$ cat config.mk
export PLATFORM = sky130hd
export DESIGN_NAME = cksum
export DESIGN_NICKNAME = d
export VERILOG_FILES = /design/src/rtl/cksum.sv
export SDC_FILE = /design/constraint.sdc
export NUM_CORES = 1
export LEC_CHECK = 0
export ABC_AREA = 1
export CAP_MARGIN = 10
export CORE_ASPECT_RATIO = 0.75
export CORE_MARGIN = 2
export CORE_UTILIZATION = 50
export CTS_CLUSTER_DIAMETER = 30
export DETAILED_ROUTE_END_ITERATION = 10
export PLACE_DENSITY = 0.68
export SYNTH_ARGS = -nofsm -noshare
export SYNTH_HDL_FRONTEND = slang
export SYNTH_SLANG_ARGS = --single-unit
$ cat constraint.sdc
create_clock -name clk -period 1.97 [get_ports clk]
set_clock_uncertainty 0.1 [all_clocks]
set_input_delay 0.591 -clock clk [delete_from_list [all_inputs] [get_ports clk]]
set_output_delay 0.591 -clock clk [all_outputs]
set_load 0.03 [all_outputs]
$ cat src/rtl/cksum.sv
// cksum: Ethernet FCS checker for a 2-bit RMII receive stream.
// Runs a CRC-32 over each frame and flags FCS mismatches when valid drops.
module cksum (
    input  logic       clk,
    input  logic       rst,
    input  logic [1:0] axiid,
    input  logic       axiiv,
    output logic       done,
    output logic       kill
);
    typedef enum logic [1:0] {IDLE, RUN, DONE} state_t;
    localparam logic [31:0] POLY    = 32'h04C1_1DB7;
    localparam logic [31:0] INIT    = 32'hFFFF_FFFF;
    localparam logic [31:0] RESIDUE = 32'hC704_DD7B;
    state_t      state_q;
    logic [31:0] crc_q, crc_d, crc_mid;
    logic        done_q, kill_q;
    function automatic logic [31:0] crc_bit(input logic [31:0] c, input logic b);
        return {c[30:0], 1'b0} ^ ((c[31] ^ b) ? POLY : 32'h0);
    endfunction
    // a frame's first dibit is folded into a fresh init value, not the stale register
    always_comb begin
        crc_mid = crc_bit(state_q == RUN ? crc_q : INIT, axiid[0]);
        crc_d   = crc_bit(crc_mid, axiid[1]);
    end
    always_ff @(posedge clk or negedge rst) begin
        if (!rst) begin
            state_q <= IDLE;
            crc_q   <= INIT;
            done_q  <= 1'b0;
            kill_q  <= 1'b0;
        end else if (axiiv) begin
            state_q <= RUN;
            crc_q   <= crc_d;
            if (state_q != RUN) begin
                done_q <= 1'b0;
                kill_q <= 1'b0;
            end
        end else if (state_q == RUN) begin
            state_q <= DONE;
            done_q  <= 1'b1;
            kill_q  <= crc_q != RESIDUE;
        end
    end
    assign done = done_q;
    assign kill = kill_q;
endmodule

== Word-level counts from Yosys, hierarchy flattened ==
Index checks and enable logic that the tools add are counted.

* Register bits after elaboration: 36
* Bits of input ports: 5
* Output and inout port bits: 2
* Word-level logic and storage cells: 24

* Eq/ne operators: 4
* Multiplexer cells: 10
* Bitwise operators: 4
* Reductions and logical operators: 2

{| class="wikitable"
|+ Operators by type and width
! cell !! count
|-
| $xor A32 B27 Y32 || 2
|-
| $mux W27 || 2
|-
| $mux W32 || 1
|-
| $ne A32 B32 Y1 const B || 1
|-
| $mux W1 || 5
|-
| $mux W2 || 2
|-
| $ne A2 B1 Y1 const B || 2
|-
| $eq A2 B1 Y1 const B || 1
|-
| $reduce_and A2 Y1 || 1
|-
| $reduce_bool A2 Y1 || 1
|-
| $xor A1 B1 Y1 || 2
|}

== Longest topological paths before layout ==
Gate-level depths: netlist of run 1.

* Word-level depth: 8
* Gate-level depth with buffers: 9
* Gate-level depth less buffers: 9

== Least setup slack after synthesis of run 1 ==
Ideal clock, no wire load.

* Path kind: input -> register
* Start: in axiiv
* End: reg kill_q (netlist: kill)
* Library setup time: 0.117 ns
* Data arrival time: 1.453 ns
* Data required time: 1.753 ns
* Path slack: 0.300 ns
* Stages on the path: 7
* Buffers on the path: 1
* Cell sequence: inv_2 buf_1 ha_1 inv_1 nor2_1 nand2_1 nand2_1

* Longest elaborated chain between the ends: 2
* Elaborated cells between the ends (all ways): 4
* Those cells by class: 1 x eq/ne; 1 x mux; 2 x reduce/logical

{| class="wikitable"
|+ Ends and longest elaborated chain
! what !! line !! RTL
|-
| start, declared || 7 || <nowiki>input logic axiiv,</nowiki>
|-
| $ne A2 B1 Y1 (no line) / $reduce_bool A2 Y1 (equally long branches) || - ||
|-
| $reduce_and A2 Y1 (no line) || - ||
|-
| end signal, assigned || 31 || <nowiki>kill_q <= 1'b0;</nowiki>
|-
| end signal, assigned || 37 || <nowiki>kill_q <= 1'b0;</nowiki>
|-
| end signal, assigned || 42 || <nowiki>kill_q <= crc_q != RESIDUE;</nowiki>
|-
| end, declared || 17 || <nowiki>logic done_q, kill_q;</nowiki>
|}

Parallel ways exist; a longest one is shown, timed or not.
A chain may end at the register's enable or synchronous reset.

== Worst setup path after layout of run 1 ==
* Start: reg done_q (netlist: done)
* End: out done

{| class="wikitable"
|+ RTL lines
! what !! line !! RTL
|-
| start, declared || 17 ||
|-
| start signal, assigned || 30 || <nowiki>done_q <= 1'b0;</nowiki>
|-
| start signal, assigned || 36 || <nowiki>done_q <= 1'b0;</nowiki>
|-
| start signal, assigned || 41 || <nowiki>done_q <= 1'b1;</nowiki>
|-
| end, declared || 8 || <nowiki>output logic done,</nowiki>
|}

No word-level cell between the ends.

==> results of run 1 <==
[cells in the mapped netlist (all sizes together)]
cell	number
a21oi	8
a31oi	4
buf	5
clkbuf	4
clkinv	1
dfrtp	4
dfstp	32
ha	1
inv	31
nand2	63
nand3	15
nand4	4
nor2	36
nor3	9
o21a	1
o21ai	28
xor2	7
[how the worst max path moves through the flow]
| stage | startpoint | to | slack, ps | cells after the start |
|---|---|---|---|---|
| 2_1_floorplan | axiiv | kill$_DFFE_PN0P_ | 300 | 7 |
| 3_3_place_gp | axiid[0] | crc_q[23]$_DFFE_PN1P_ | -8 | 8 |
| 3_5_place_dp | axiid[0] | crc_q[8]$_DFFE_PN1P_ | -40 | 8 |
| 4_1_cts | done$_DFFE_PN0P_ | done | 230 | 1 |
| 5_1_grt | axiid[1] | crc_q[5]$_DFFE_PN1P_ | 100 | 9 |
| 6_report | done$_DFFE_PN0P_ | done | 240 | 1 |
[stage by stage]
stage | instance area [µm²] | power, mW | std cells | setup slack [ps] | utilization [%]
finish | 2380 | 2.17 | 326 | 239 | 59.3
global route | 2380 | 2.30 | 326 | 103 | 59.3
CTS | 2380 | 2.19 | 326 | 227 | 59.3
detailed placement | 2270 | 1.55 | 318 | -43.3 | 56.7
global placement | 2270 | 1.54 | 318 | -8.31 | 56.7
floorplan | 2060 | 1.38 | 253 | 300 | -
[cells by family (layout without fill, tap and decap cells)]
logic type	Yosys count	after routing	synth area share, %
buffers and inverters	41	59	9.90
xor gates and xnor gates	7	7	2.98
AOI/OAI and AO/OA	41	41	10.5
and+or+nand+nor	127	127	30.4
adders and majority gates	1	1	0.607
DFF	36	36	45.7
[worst reg2reg max path, cell delays in order (launching register included)]
cell and delay, ps:
dfrtp_1 460, inv_2 130, nor2_8 50, inv_6 170
buf_4 260, nor2_1 80, xor2_1 160, o21ai_0 160
[power groups by stage]
| stage | clock network [mW] | registers (mW) | logic, mW |
|---|---|---|---|
| after global routing | 0.680 | 1.05 | 0.569 |
| after global placement | 0 | 1.04 | 0.497 |
| after floorplan | 0 | 1.04 | 0.343 |
| after CTS | 0.653 | 1.03 | 0.500 |
| after detailed placement | 0 | 1.04 | 0.504 |
| final | 0.644 | 1.03 | 0.497 |
[sequential cells by signal, summed over array words and instances (netlist names)]
name,flops
crc_q,32
done,1
kill,1
state_q,2
[layer usage]
metal  share of wire, %  vias up  routed length, µm
met2                 42       35               1830
met4                1.5        0                 64
met3                5.1        7                223
met1                 51      766               2210
li1                   -      839                  -
met5                  0        -                  0
[what timing repair did]
action | 4_1_cts | 5_1_grt
setup endpoints to repair | 2 | 0
hold endpoints to repair | 0 | 0
resized for setup | 2 | 0
[area by class of cell]
type	count	area, µm²	share of cell area [%]
flip-flops and latches	36	941	39.6
multi-input cells	176	916	38.5
repair buffers	19	218	9.16
inverters	32	125	5.27
clock buffers	6	72.6	3.05
well taps	55	68.8	2.90
clock inverters	2	35.0	1.47
==> impl_results.md, run 1 <==
- Status: finished, final reports clean
- Commonest non-fill, non-tap cell in the layout: nand2_1
- Setup_tns: 0 ps
- # hold bufs at CTS: 0
- I/O pin total: 7
- Power Density: 915 nW/µm²
- Clk pin slew, worst setup/hold paths: 70 ps
- Clk root buf: clkbuf_8
- Syn_area_per_cell: 8.15 µm²
- RR Endpoint: crc_q[24]$_DFFE_PN1P_
- Die area: 4660 µm²
- WS Path Type: reg2out
- Comb pwr share: 22.9%
- Crit-path cells: dlygate4sd2_1
- CTS tree: done
- M2 GR Usage: 31.5%
- Flops & latches, synth: 36
- R2R cell count: 7
- Hold_sp: kill$_DFFE_PN0P_
- First-pass GRT wire length: 7580 µm
- Switching Fraction: 31.3%
- Routed WL: 4340 µm
- Layout cells sized above 1: 28.0%
- Worst Max-Slew Pin Slew: 312 ps
- CP Launch Type: register
- WL/cell: 13.3 µm
- Ys Warns: 0
- Detailed Place HPWL: 3070 µm
- Syn Inst Count: 253
- Via count: 1,647
- Setup Viol. Count Final: 0
- Commonest cells after routing, fill and taps aside: nand2_1 (56), dfstp_2 (32), nor2_1 (29), inv_1 (27), o21ai_0 (23)
- Maximum vdd drop: 551 µV
- R2r setup slk: 330 ps
- Clk Latency, worst-skew pair: 290 ps
- Largest cells by area after synthesis: dfstp_2 (41%), nand2_1 (10%), o21ai_0 (5.6%), nor2_1 (5.3%), inv_1 (4.9%)
- Worst path max stage delay: 410 ps
- Pre-Repair DR Iteration Count: 4
- Effective utilization at floorplan: 51.5%
- Minimum clock period: 1730 ps
- RePlAce Congestion: 0.791
- Largest net degree at the start of global routing: 37
- Antenna violations before repair: 0
- Clock network power share: 29.6%
- Critical Path RT: 1280 ps
- Fill count: 376
- Worst hold path class: reg2reg
- Area of the mapped netlist: 2060 µm²
- Core Region: 4000 µm²
- Kind of end point of the critical path: primary output
- Max-slew headroom: 79.3%
- Drt via density: 5.05
- Max-slew violation count: 0
- WP data arrival: 1040 ps
- Leak Pwr: 1.08 nW
- Vias in the first global route: 1,546
- DRT iter0 DRCs: 113
- # diodes: 0
- Grt met1 use: 32.0%
- Post-route ant nets: 0
- Die Span X: 78.1 µm
- Reg power frac: 47.5%
- Max Cap Viol: 0
- Sequential share of the synthesized area: 45.7%
- Setup Buffers After CTS: 0
- Inserted Clock Buffers: 5
- Synth top area share: 40.8%
- Met3 usage: 4.57%
- P_int: 1.49 mW
- H-tree levels: 2
- Final Cycle Share: 87.9%
- Clk buf depth: 2
- Highest Clock Rate: 578 MHz
- Worst hold slack: 376 ps
- Clk sink count: 36
- Drt drc: 0
- RSZ-0062 raised after global routing: no
- Yosys top cell by area: dfstp_2
- Worst hold stages: 2
- FP Rows: 20
- DIE HEIGHT: 59.6 µm
- Grt ovf: 0
- Final hold vios: 0
- Yosys cell types: 32
- Worst Path Max Fanout: 2
- Syn nets: 259
- GRT Util Overall: 21.8%
- Crit path max-delay cell type: dlygate4sd2_1
- Hold EP: kill$_DFFE_PN0P_
- Input/output buffers: 6
- Area Growth Syn to Fin: 15.3%
- Bufs and invs on worst path: 1
- Nets: 276
- Grt peak-use layer: met1
- Reg-to-reg critical path startpoint: state_q[0]$_DFFE_PN0P_
- NetSw: 0.681 mW
- Crit path max-delay family: buffers and inverters
Power figures use the tool's default switching activity.
==> inputs of run 2 (changes only) <==
- GPL_ROUTABILITY_DRIVEN: default -> 0
==> results of run 2 <==
Final layout, timing and power as in run 1 (identical DEF).
==> inputs of run 3 (changes only) <==
- CORE_MARGIN: 2 -> 10
- PLACE_DENSITY: 0.68 -> 0.67
==> impl_results.md, run 3 (synthesized netlist as in run 1, its figures left out) <==
- Clk Latency, worst-skew pair: 290 ps
- Number of flip-flops in the largest register: 32
- Crit path max-delay cell type: dlygate4sd2_1
- Final Cycle Share: 87.1%
- Kind of end point of the critical path: primary output
- Fill count: 367
- Setup Buffers After CTS: 0
- Worst path max stage delay: 400 ps
- R2R cell count: 7
- Via count: 1,600
- Worst hold path class: reg2reg
- CTS tree: done
- Grt ovf: 0
- RR Endpoint: crc_q[24]$_DFFE_PN1P_
- Drt drc: 0
- Max-slew headroom: 79.9%
- DRT iter0 DRCs: 106
- Antenna violations before repair: 0
- Worst Max-Slew Pin Slew: 299 ps
- Post-route ant nets: 0
- Worst Path Max Fanout: 2
- Minimum clock period: 1720 ps
- Reg power frac: 46.4%
- Switching Fraction: 30.3%
- FP Rows: 20
- Nets: 272
- Commonest cells after routing, fill and taps aside: nand2_1 (56), dfstp_2 (32), nor2_1 (29), inv_1 (27), o21ai_0 (23)
- Clk sink count: 36
- Setup_tns: 0 ps
- DIE HEIGHT: 75.6 µm
- Bufs and invs on worst path: 1
- Die Span X: 94.1 µm
- WL/cell: 13.4 µm
- Largest Register: crc_q
- P_int: 1.55 mW
- Pre-Repair DR Iteration Count: 5
- Inserted Clock Buffers: 5
- Pre-CTS WS: -21.5 ps
- Detailed Place HPWL: 3130 µm
- H-tree levels: 2
- Comb pwr share: 21.7%
- Routed WL: 4320 µm
- Crit-path cells: dlygate4sd2_1
- Leak Pwr: 1.07 nW
- R2r setup slk: 350 ps
- Status: finished, final reports clean
- Setup Viol. Count Final: 0
- NetSw: 0.674 mW
- # hold bufs at CTS: 0
- Clk buf depth: 2
- Layout cells sized above 1: 27.3%
- RSZ-0062 raised after global routing: no
- Crit path max-delay family: buffers and inverters
- WP data arrival: 1030 ps
- Die area: 7120 µm²
- Largest net degree at the start of global routing: 37
- I/O pin total: 7
- Worst setup path endpoint: kill
- Clock network power share: 31.9%
- WS Path Type: reg2out
- Top flop regs: crc_q (32), state_q (2)
- Power Density: 952 nW/µm²
- # diodes: 0
- Clk root buf: clkbuf_8
- Final WS setup: 254 ps
- First-pass GRT wire length: 7760 µm
- Vias in the first global route: 1,615
- Input/output buffers: 6
- Max Cap Viol: 0
- Core Region: 4000 µm²
- Reg-to-reg critical path startpoint: state_q[0]$_DFFE_PN0P_
- Clk pin slew, worst setup/hold paths: 70 ps
- Drt via density: 4.97
- Max-slew violation count: 0
- Maximum vdd drop: 553 µV
- Levels on crit path: 1
- Commonest non-fill, non-tap cell in the layout: nand2_1
- Worst setup startpoint: kill$_DFFE_PN0P_
- Critical Path RT: 1280 ps
- Area Growth Syn to Fin: 13.5%
- CP Launch Type: register
- Final hold vios: 0
- Effective utilization at floorplan: 51.5%
- CTS resizes: 2
- Highest Clock Rate: 583 MHz
- GRT Util Overall: 13.9%
run 3: cell types whose count changed in the layout (fill, tap and decap cells not counted), sizes merged:
cell and delta:
clkinv -1, buf -4, clkbuf +1
run 3: per-stage QoR:
step	utilization [%]	cells	area, µm²	total power, mW	hold WS [ps]
6_report	58.4	322	2340	2.23	379
5_1_grt	58.4	322	2340	2.37	395
4_1_cts	58.4	322	2340	2.24	385
3_5_place_dp	55.3	314	2220	1.53	373
3_3_place_gp	55.3	314	2220	1.53	368
2_1_floorplan	-	253	2060	1.38	195
run 3: how the worst min path moves through the flow:
| stage | slack [ps] | to | cells past startpoint | start |
|---|---|---|---|---|
| after floorplan | 200 | done$_DFFE_PN0P_ | 0 | rst |
| after CTS | 380 | crc_q[13]$_DFFE_PN1P_ | 2 | crc_q[13]$_DFFE_PN1P_ |
| after global routing | 390 | kill$_DFFE_PN0P_ | 2 | kill$_DFFE_PN0P_ |
| after global placement | 370 | kill$_DFFE_PN0P_ | 2 | kill$_DFFE_PN0P_ |
| final | 380 | kill$_DFFE_PN0P_ | 2 | kill$_DFFE_PN0P_ |
| after detailed placement | 370 | kill$_DFFE_PN0P_ | 2 | kill$_DFFE_PN0P_ |
run 3: power by group through the flow:
stage / Sequential [mW] / Combinational [mW] / Clock, mW
final: 1.03 / 0.483 / 0.711
after global routing: 1.05 / 0.551 / 0.764
after CTS: 1.03 / 0.486 / 0.724
after detailed placement: 1.04 / 0.490 / 0
after global placement: 1.04 / 0.484 / 0
after floorplan: 1.04 / 0.343 / 0
run 3: metal layers:
metal	part of all wire, %	up-vias	track usage [%]
li1	-	827	-
met1	51	743	19.1
met2	43	25	20.9
met3	4.9	5	3.74
met4	1.0	0	4.20
met5	0	-	0
run 3: area by class of cell:
cell class / count / area (µm²) / area share (%)
clock buffer: 7 / 96.3 / 4.12
tap: 55 / 68.8 / 2.94
inverter: 32 / 125 / 5.35
timing repair buffer: 15 / 163 / 6.95
clock inverter: 1 / 30.0 / 1.28
sequential: 36 / 941 / 40.2
multi-input combinational: 176 / 916 / 39.1
